**config.mk**
```make
export PLATFORM = sky130hd
export DESIGN_NAME = uart_tx_frame_ctrl
export DESIGN_NICKNAME = d
export VERILOG_FILES = /design/src/rtl/uart_tx_pkg.sv /design/src/rtl/uart_tx_bit_mux.sv /design/src/rtl/uart_tx_frame_ctrl.sv
export SDC_FILE = /design/constraint.sdc
export NUM_CORES = 1
export LEC_CHECK = 0
export CORE_MARGIN = 2
export CORE_UTILIZATION = 51
export DETAILED_ROUTE_END_ITERATION = 6
export PLACE_DENSITY_LB_ADDON = 0.05
export RECOVER_POWER = 50
export SKIP_CTS_REPAIR_TIMING = 1
export SLEW_MARGIN = 0
export SYNTH_ARGS = -nofsm -noshare
export SYNTH_HDL_FRONTEND = slang
export SYNTH_SLANG_ARGS = --single-unit
```
**constraint.sdc**
```tcl
create_clock -name clk -period 2.65 [get_ports clk]
set_input_delay 0.6625 -clock clk [delete_from_list [all_inputs] [get_ports clk]]
set_output_delay 0.6625 -clock clk [all_outputs]
set_load 0.005 [all_outputs]
```
**src/rtl/uart_tx_pkg.sv**
```systemverilog
// rtl/uart_tx_pkg.sv - shared types and line constants for the UART transmit frame controller
package uart_tx_pkg;

  typedef enum logic [2:0] {
    IDLE,
    START,
    DATA,
    PARITY,
    STOP
  } tx_state_e;

  typedef enum logic [2:0] {
    SEL_IDLE,
    SEL_START,
    SEL_DATA,
    SEL_PARITY,
    SEL_STOP
  } line_sel_e;

  localparam logic PAR_EVEN  = 1'b0;
  localparam logic PAR_ODD   = 1'b1;
  localparam logic LINE_IDLE = 1'b1;

  function automatic line_sel_e state_to_sel(input tx_state_e st);
    line_sel_e sel;
    sel = SEL_IDLE;
    case (st)
      START:   sel = SEL_START;
      DATA:    sel = SEL_DATA;
      PARITY:  sel = SEL_PARITY;
      STOP:    sel = SEL_STOP;
      default: sel = SEL_IDLE;
    endcase
    return sel;
  endfunction

endpackage

```
**src/rtl/uart_tx_bit_mux.sv**
```systemverilog
// rtl/uart_tx_bit_mux.sv - picks the line level for the next bit time and registers it onto the pin
module uart_tx_bit_mux
  import uart_tx_pkg::*;
(
  input  logic       clk,
  input  logic       rst,
  input  logic [2:0] sel_i,
  input  logic       data_bit_i,
  input  logic       parity_bit_i,
  output logic       tx_o
);

  logic line_d;
  logic line_q;

  always_comb begin
    line_d = LINE_IDLE;
    case (line_sel_e'(sel_i))
      SEL_START:  line_d = 1'b0;
      SEL_DATA:   line_d = data_bit_i;
      SEL_PARITY: line_d = parity_bit_i;
      SEL_STOP:   line_d = 1'b1;
      default:    line_d = LINE_IDLE;
    endcase
  end

  always_ff @(posedge clk) begin
    if (!rst) begin
      line_q <= LINE_IDLE;
    end else begin
      line_q <= line_d;
    end
  end

  assign tx_o = line_q;

endmodule

```
**src/rtl/uart_tx_frame_ctrl.sv**
```systemverilog
// rtl/uart_tx_frame_ctrl.sv - UART transmit frame sequencer; one clk cycle per bit time
module uart_tx_frame_ctrl
  import uart_tx_pkg::*;
#(
  parameter int DATA_WIDTH = 8,
  parameter int STOP_BITS  = 1
) (
  input  logic                  clk,
  input  logic                  rst,
  input  logic                  data_valid,
  input  logic [DATA_WIDTH-1:0] p_data,
  input  logic                  par_en,
  input  logic                  par_typ,
  output logic                  ready,
  output logic                  busy,
  output logic                  tx_out
);

  localparam int CNT_W = $clog2(DATA_WIDTH);
  localparam logic [CNT_W-1:0] BIT_LAST = CNT_W'(DATA_WIDTH - 1);
  localparam logic STOP_LAST = 1'(STOP_BITS - 1);

  tx_state_e             state_q, state_d;
  logic [CNT_W-1:0]      bit_cnt_q, bit_cnt_d;
  logic                  stop_cnt_q, stop_cnt_d;
  logic [DATA_WIDTH-1:0] word_q, word_d;
  logic                  par_en_q, par_en_d;
  logic                  par_typ_q, par_typ_d;
  logic                  busy_q, busy_d;
  logic                  accept;
  logic                  parity_bit;
  line_sel_e             line_sel;

  // ready depends only on registered state so upstream sees no input-to-output path
  assign ready  = (state_q == IDLE) || ((state_q == STOP) && (stop_cnt_q == STOP_LAST));
  assign accept = data_valid && ready;
  assign parity_bit = (^word_q) ^ (par_typ_q == PAR_ODD);

  always_comb begin
    state_d    = state_q;
    bit_cnt_d  = bit_cnt_q;
    stop_cnt_d = stop_cnt_q;
    word_d     = word_q;
    par_en_d   = par_en_q;
    par_typ_d  = par_typ_q;

    case (state_q)
      IDLE: begin
        if (accept) state_d = START;
      end
      START: begin
        state_d   = DATA;
        bit_cnt_d = '0;
      end
      DATA: begin
        if (bit_cnt_q == BIT_LAST) begin
          state_d    = par_en_q ? PARITY : STOP;
          stop_cnt_d = 1'b0;
        end else begin
          bit_cnt_d = bit_cnt_q + 1'b1;
        end
      end
      PARITY: begin
        state_d    = STOP;
        stop_cnt_d = 1'b0;
      end
      STOP: begin
        if (stop_cnt_q == STOP_LAST) begin
          state_d = accept ? START : IDLE;
        end else begin
          stop_cnt_d = stop_cnt_q + 1'b1;
        end
      end
      default: state_d = IDLE;
    endcase

    if (accept) begin
      word_d    = p_data;
      par_en_d  = par_en;
      par_typ_d = par_typ;
    end
  end

  // The line register sits in the mux, so it is fed from the next state to stay aligned with busy
  assign line_sel = state_to_sel(state_d);
  assign busy_d   = (state_d != IDLE);

  always_ff @(posedge clk) begin
    if (!rst) begin
      state_q    <= IDLE;
      bit_cnt_q  <= '0;
      stop_cnt_q <= 1'b0;
      word_q     <= '0;
      par_en_q   <= 1'b0;
      par_typ_q  <= PAR_EVEN;
      busy_q     <= 1'b0;
    end else begin
      state_q    <= state_d;
      bit_cnt_q  <= bit_cnt_d;
      stop_cnt_q <= stop_cnt_d;
      word_q     <= word_d;
      par_en_q   <= par_en_d;
      par_typ_q  <= par_typ_d;
      busy_q     <= busy_d;
    end
  end

  assign busy = busy_q;

  uart_tx_bit_mux u_bit_mux (
    .clk          (clk),
    .rst          (rst),
    .sel_i        (line_sel),
    .data_bit_i   (word_q[bit_cnt_d]),
    .parity_bit_i (parity_bit),
    .tx_o         (tx_out)
  );

endmodule

```
==> out/qor.yml, run 1 <==
status: "completed"
hold_class: "reg2reg"
r2r_cells: 7
highest_layer: "met4"
dr_wl_met3_um: 55
wl_per_cell_um: 11.8
coreArea_um2: 1760
worstMarginPinSlew_ns: 0.553
min_path_cells: 2
gr-total-overflow: 0
start_util_pct: 55.1
syn_area_um2: 972
worstHoldEndpoint: "par_typ_q"
routed_wl_um: 1800
finalNetCount: 143
wl_met1_um: 886
cts_root_buf: "clkbuf_4"
min_period_ns: 2.14
ys_types: 39
synth-edff-count: 0
wl_met2_um: 816
finalSetupTns_ns: 0
crit_path_max_incr_delay_ns: 0.53
yosysTopAreaCell: "dfxtp_1"
place_area_um2: 1100
cts_sinks: 18
post-place-cells: 149
crit_path_end_kind: "output pin"
rrSetupSlack_ns: 0.59
cts_buffer_depth: 2
syn_avg_cell_area_um2: 8.45
synthCells: 115
port_buffers: 15
synth.most_common_cell: "nand2_1"
synth-async-reset-ratio_pct: 0
postLayoutCellArea_um2: 1130
antenna_found_initial: 0
worstPathRequired_ns: 1.99
finalSetupViolations: 0
hpwlAfterDp_um: 1370
route.detailed.drc: 0
die_w_um: 47.7
fp.dieH_um: 47.7
p_leak_nw: 0.460
numCtsBuffers: 3
critPathKind: "reg2out"
ys_top_cells_by_count: "nand2_1 (25), dfxtp_1 (18), a21oi_1 (13)"
holdCritStartpoint: "par_typ_q"
slew_violations: 0
p_per_area_nw_per_um2: 508
ys_top_cells_by_area: "dfxtp_1 (37%), nand2_1 (9.7%), a21oi_1 (6.7%)"
num_io_pins: 16
timing.critical_path.buf_inv: 1
yosysSeqAreaShare_pct: 37.1
synth-seq-cells: 18
grt_pass1_vias: 722
gr-usage-all-layers_pct: 20.1
rsz0062_at_grt: "no"
clk_latency_ns: 0.29
r2r_start: "bit_cnt_q[0]"
synth_fp_nets: 129
grt_start_max_net_pins: 17
drive_gt1_share_pct: 6.30
yosys.area.top_type_share_pct: 37.1
clk_pin_slew_ns: 0.10
rows: 15
fin_skew_ns: 0.00754
first_iter_violations: 24
antenna_cells: 0
dieArea_um2: 2270
crit_arrival_ns: 1.48
maxCapViolCount: 0
viasPerCell: 5.40
drt-pass1-iter-count: 4
reg2reg_to: "u_bit_mux.tx_o"
grt_pass1_wl_um: 3140
postRouteAntennaNets: 0
vdd_ir_drop_max_mv: 0.438
path_delay_family: "buffers and inverters"
worstPathMaxFanout: 12
worstPathCellList: "nor2_4 -> clkdlybuf4s50_1"
cts_tree: "done"
crit_path_start_kind: "register"
vias: 821
slew_headroom_pct: 63.1
clock.fmax_mhz: 466
syn2layout_area_growth_pct: 16.0
hold_violations: 0
ys_dominant_reg_cell: "dfxtp_1"
timing.final.crit_share_pct: 80.9
cp_slowest_cell: "clkdlybuf4s50_1"
fin_cells: 152
total_power_uw: 573
place_congestion: 0.832
yosys_warnings: 0
h-tree-depth: 1
==> layer usage <==
layer,GRT usage (%),up-vias
met4,9.73,0
met1,26.5,376
met3,4.53,4
li1,-,427
met2,31.1,14
met5,0,-
==> report_power, final <==
| part | switching, mW | internal, mW | leakage (nW) |
|---|---|---|---|
| clock | 0.0793 | 0.0529 | 0.0138 |
| combinational | 0.0562 | 0.0759 | 0.299 |
| sequential | 0.0198 | 0.289 | 0.148 |
==> state kept, by name (all words and copies together) (netlist names) <==
name / cells
bit_cnt_q: 3
busy: 1
par_en_q: 1
par_typ_q: 1
state_q: 3
u_bit_mux.tx_o: 1
word_q: 8
==> worst max-delay path by stage <==
stage | from | endpoint | slack, ns | depth (start not counted)
detailed placement | data_valid | u_bit_mux.tx_o | 0.50 | 7
finish | state_q[0] | ready | 0.51 | 2
global placement | data_valid | u_bit_mux.tx_o | 0.55 | 7
CTS | state_q[0] | ready | 0.50 | 2
floorplan | bit_cnt_q[0] | u_bit_mux.tx_o | 0.81 | 7
global route | state_q[0] | ready | 0.41 | 2
==> layout by cell type (no fill, tap or decap), types with 2 or more instances in the layout <==
cell type         n
xor2_1            2
dlygate4sd3_1     2
mux2i_1           3
clkdlybuf4s50_1  13
dfxtp_1          18
a21boi_0          2
o211ai_1          2
o21ai_0           2
nand2_1          25
nor2b_1           2
o21a_1            2
nor2_1            8
a211o_1           2
xnor2_1           4
clkbuf_4          3
a21oi_1          13
==> per-stage QoR <==
stage | hold WS, ns | util, % | setup slack, ns
2_1_floorplan | 0.450 | - | 0.805
3_3_place_gp | 0.464 | 62.6 | 0.547
3_5_place_dp | 0.469 | 62.6 | 0.504
4_1_cts | 0.483 | 63.9 | 0.498
5_1_grt | 0.514 | 63.9 | 0.413
6_report | 0.477 | 63.9 | 0.505
==> final cells by class <==
class                           instances  area, µm²
Fill cell                             181        637
Multi-Input combinational cell         90        559
Sequential cell                        18        360
Timing Repair Buffer                   15        150
Tap cell                               25       31.3
Clock buffer                            3       22.5
Inverter                                1       3.75
==> cell families (layout without fill, tap and decap cells) <==
kind of cell / count (synthesis) / count (layout) / share of synthesized area [%]
simple gates: 45 / 45 / 22.1
xor+xnor: 7 / 7 / 7.72
flops: 18 / 18 / 37.1
buf+inv: 7 / 19 / 5.41
mux: 3 / 3 / 3.09
compound gates: 34 / 34 / 23.3
fa+ha+maj: 1 / 1 / 1.29
==> worst min-delay path: cells and delay by family, from the launching register on <==
kind,cells,cell delay (ns)
flops,1,0.33
simple gates,1,0.06
compound gates,1,0.05
Power figures use the tool's default switching activity.
==> run 2, diff against run 1 <==
Clock period 2.65 ns to 2.2 ns, I/O delays scaled along.
==> out/qor.yml, run 2 (same netlist as run 1, synthesis figures left out) <==
status: "completed"
crit_path_end_kind: "output pin"
layout_commonest_cell: "nand2_1"
die_w_um: 47.7
cts_tree: "done"
largest_reg_flops: 8
num_io_pins: 16
timing.final.crit_share_pct: 91.8
cts_buffer_depth: 2
finalNetCount: 146
worstPathRequired_ns: 1.65
syn2layout_area_growth_pct: 19.0
rows: 15
pre_cts_ws_ns: 0.179
fin_skew_ns: 0.00366
clk_latency_ns: 0.30
coreArea_um2: 1760
port_buffers: 15
antenna_cells: 0
h-tree-depth: 1
finalSetupViolations: 0
wl_per_cell_um: 12.1
critPathKind: "reg2out"
rsz0062_at_grt: "no"
dieArea_um2: 2270
vias: 842
grt_start_max_net_pins: 12
vdd_ir_drop_max_mv: 0.427
slew_violations: 0
clock.fmax_mhz: 495
p_leak_nw: 0.478
grt_pass1_vias: 765
min_period_ns: 2.02
worstPathMaxFanout: 10
antenna_found_initial: 0
clk_pin_slew_ns: 0.10
postLayoutCellArea_um2: 1160
slew_headroom_pct: 63.0
first_iter_violations: 32
total_power_uw: 745
fin_util_pct: 65.6
worst_slack_ns: 0.181
worstMarginPinSlew_ns: 0.554
crit_arrival_ns: 1.47
finalSetupTns_ns: 0
place_area_um2: 1130
start_util_pct: 55.1
routed_wl_um: 1890
hold_class: "reg2reg"
drt-pass1-iter-count: 4
cts_sinks: 18
viasPerCell: 5.40
gr-usage-all-layers_pct: 20.2
maxCapViolCount: 0
gr-total-overflow: 0
place_congestion: 0.810
biggestRegsByFlops: "word_q: 8 flops, bit_cnt_q: 3 flops, state_q: 3 flops"
p_per_area_nw_per_um2: 643
layout_common_cells: "nand2_1 (25), dfxtp_1 (18), a21oi_1 (13), clkdlybuf4s50_1 (13), nor2_1 (8)"
hpwlAfterDp_um: 1430
postRouteAntennaNets: 0
route.detailed.drc: 0
top_register: "word_q"
grt_pass1_wl_um: 3250
fp.dieH_um: 47.7
hold_violations: 0
numCtsBuffers: 3
crit_path_start_kind: "register"
drive_gt1_share_pct: 7.63
cts_root_buf: "clkbuf_4"
==> run 2: changes by cell type in the layout (fill, tap and decap cells not counted), sizes merged <==
cell    change
buf         +2
clkbuf      +2
==> run 2: critical path: stages (launching register included) <==
cell and delay [ns]:
dfxtp_1 0.43, nor2_4 0.22, clkdlybuf4s50_1 0.52
==> run 2: metrics by stage <==
step	cells	hold slack, ns
6_report	156	0.481
5_1_grt	156	0.514
4_1_cts	156	0.482
3_5_place_dp	152	0.468
3_3_place_gp	152	0.464
2_1_floorplan	115	0.450
==> run 2: cell type report <==
class                           instances  area (µm²)
Fill cell                             168         607
Multi-Input combinational cell         90         557
Sequential cell                        18         360
Timing Repair Buffer                   18         169
Clock buffer                            4        36.3
Tap cell                               25        31.3
Inverter                                1        3.75
==> run 2: worst paths after layout <==
path,startpoint,to,slack (ns),depth (start not counted)
min,par_typ_q,par_typ_q,0.48,2
max,state_q[1],ready,0.18,2
max reg2reg,bit_cnt_q[0],u_bit_mux.tx_o,0.18,7
min reg2reg,par_typ_q,par_typ_q,0.48,2
==> run 2: power breakdown <==
part	internal (mW)	switching (mW)
Sequential	0.348	0.0220
Clock	0.101	0.109
Combinational	0.0938	0.0701
Total	0.543	0.202
==> run 2: routing by layer <==
| layer | vias to the layer above | routed length (µm) | global-route usage, % |
|---|---|---|---|
| met1 | 391 | 909 | 27.1 |
| met4 | 0 | 22 | 6.49 |
| met3 | 4 | 51 | 4.53 |
| li1 | 433 | - | - |
| met5 | - | 0 | 0 |
| met2 | 14 | 905 | 32.2 |
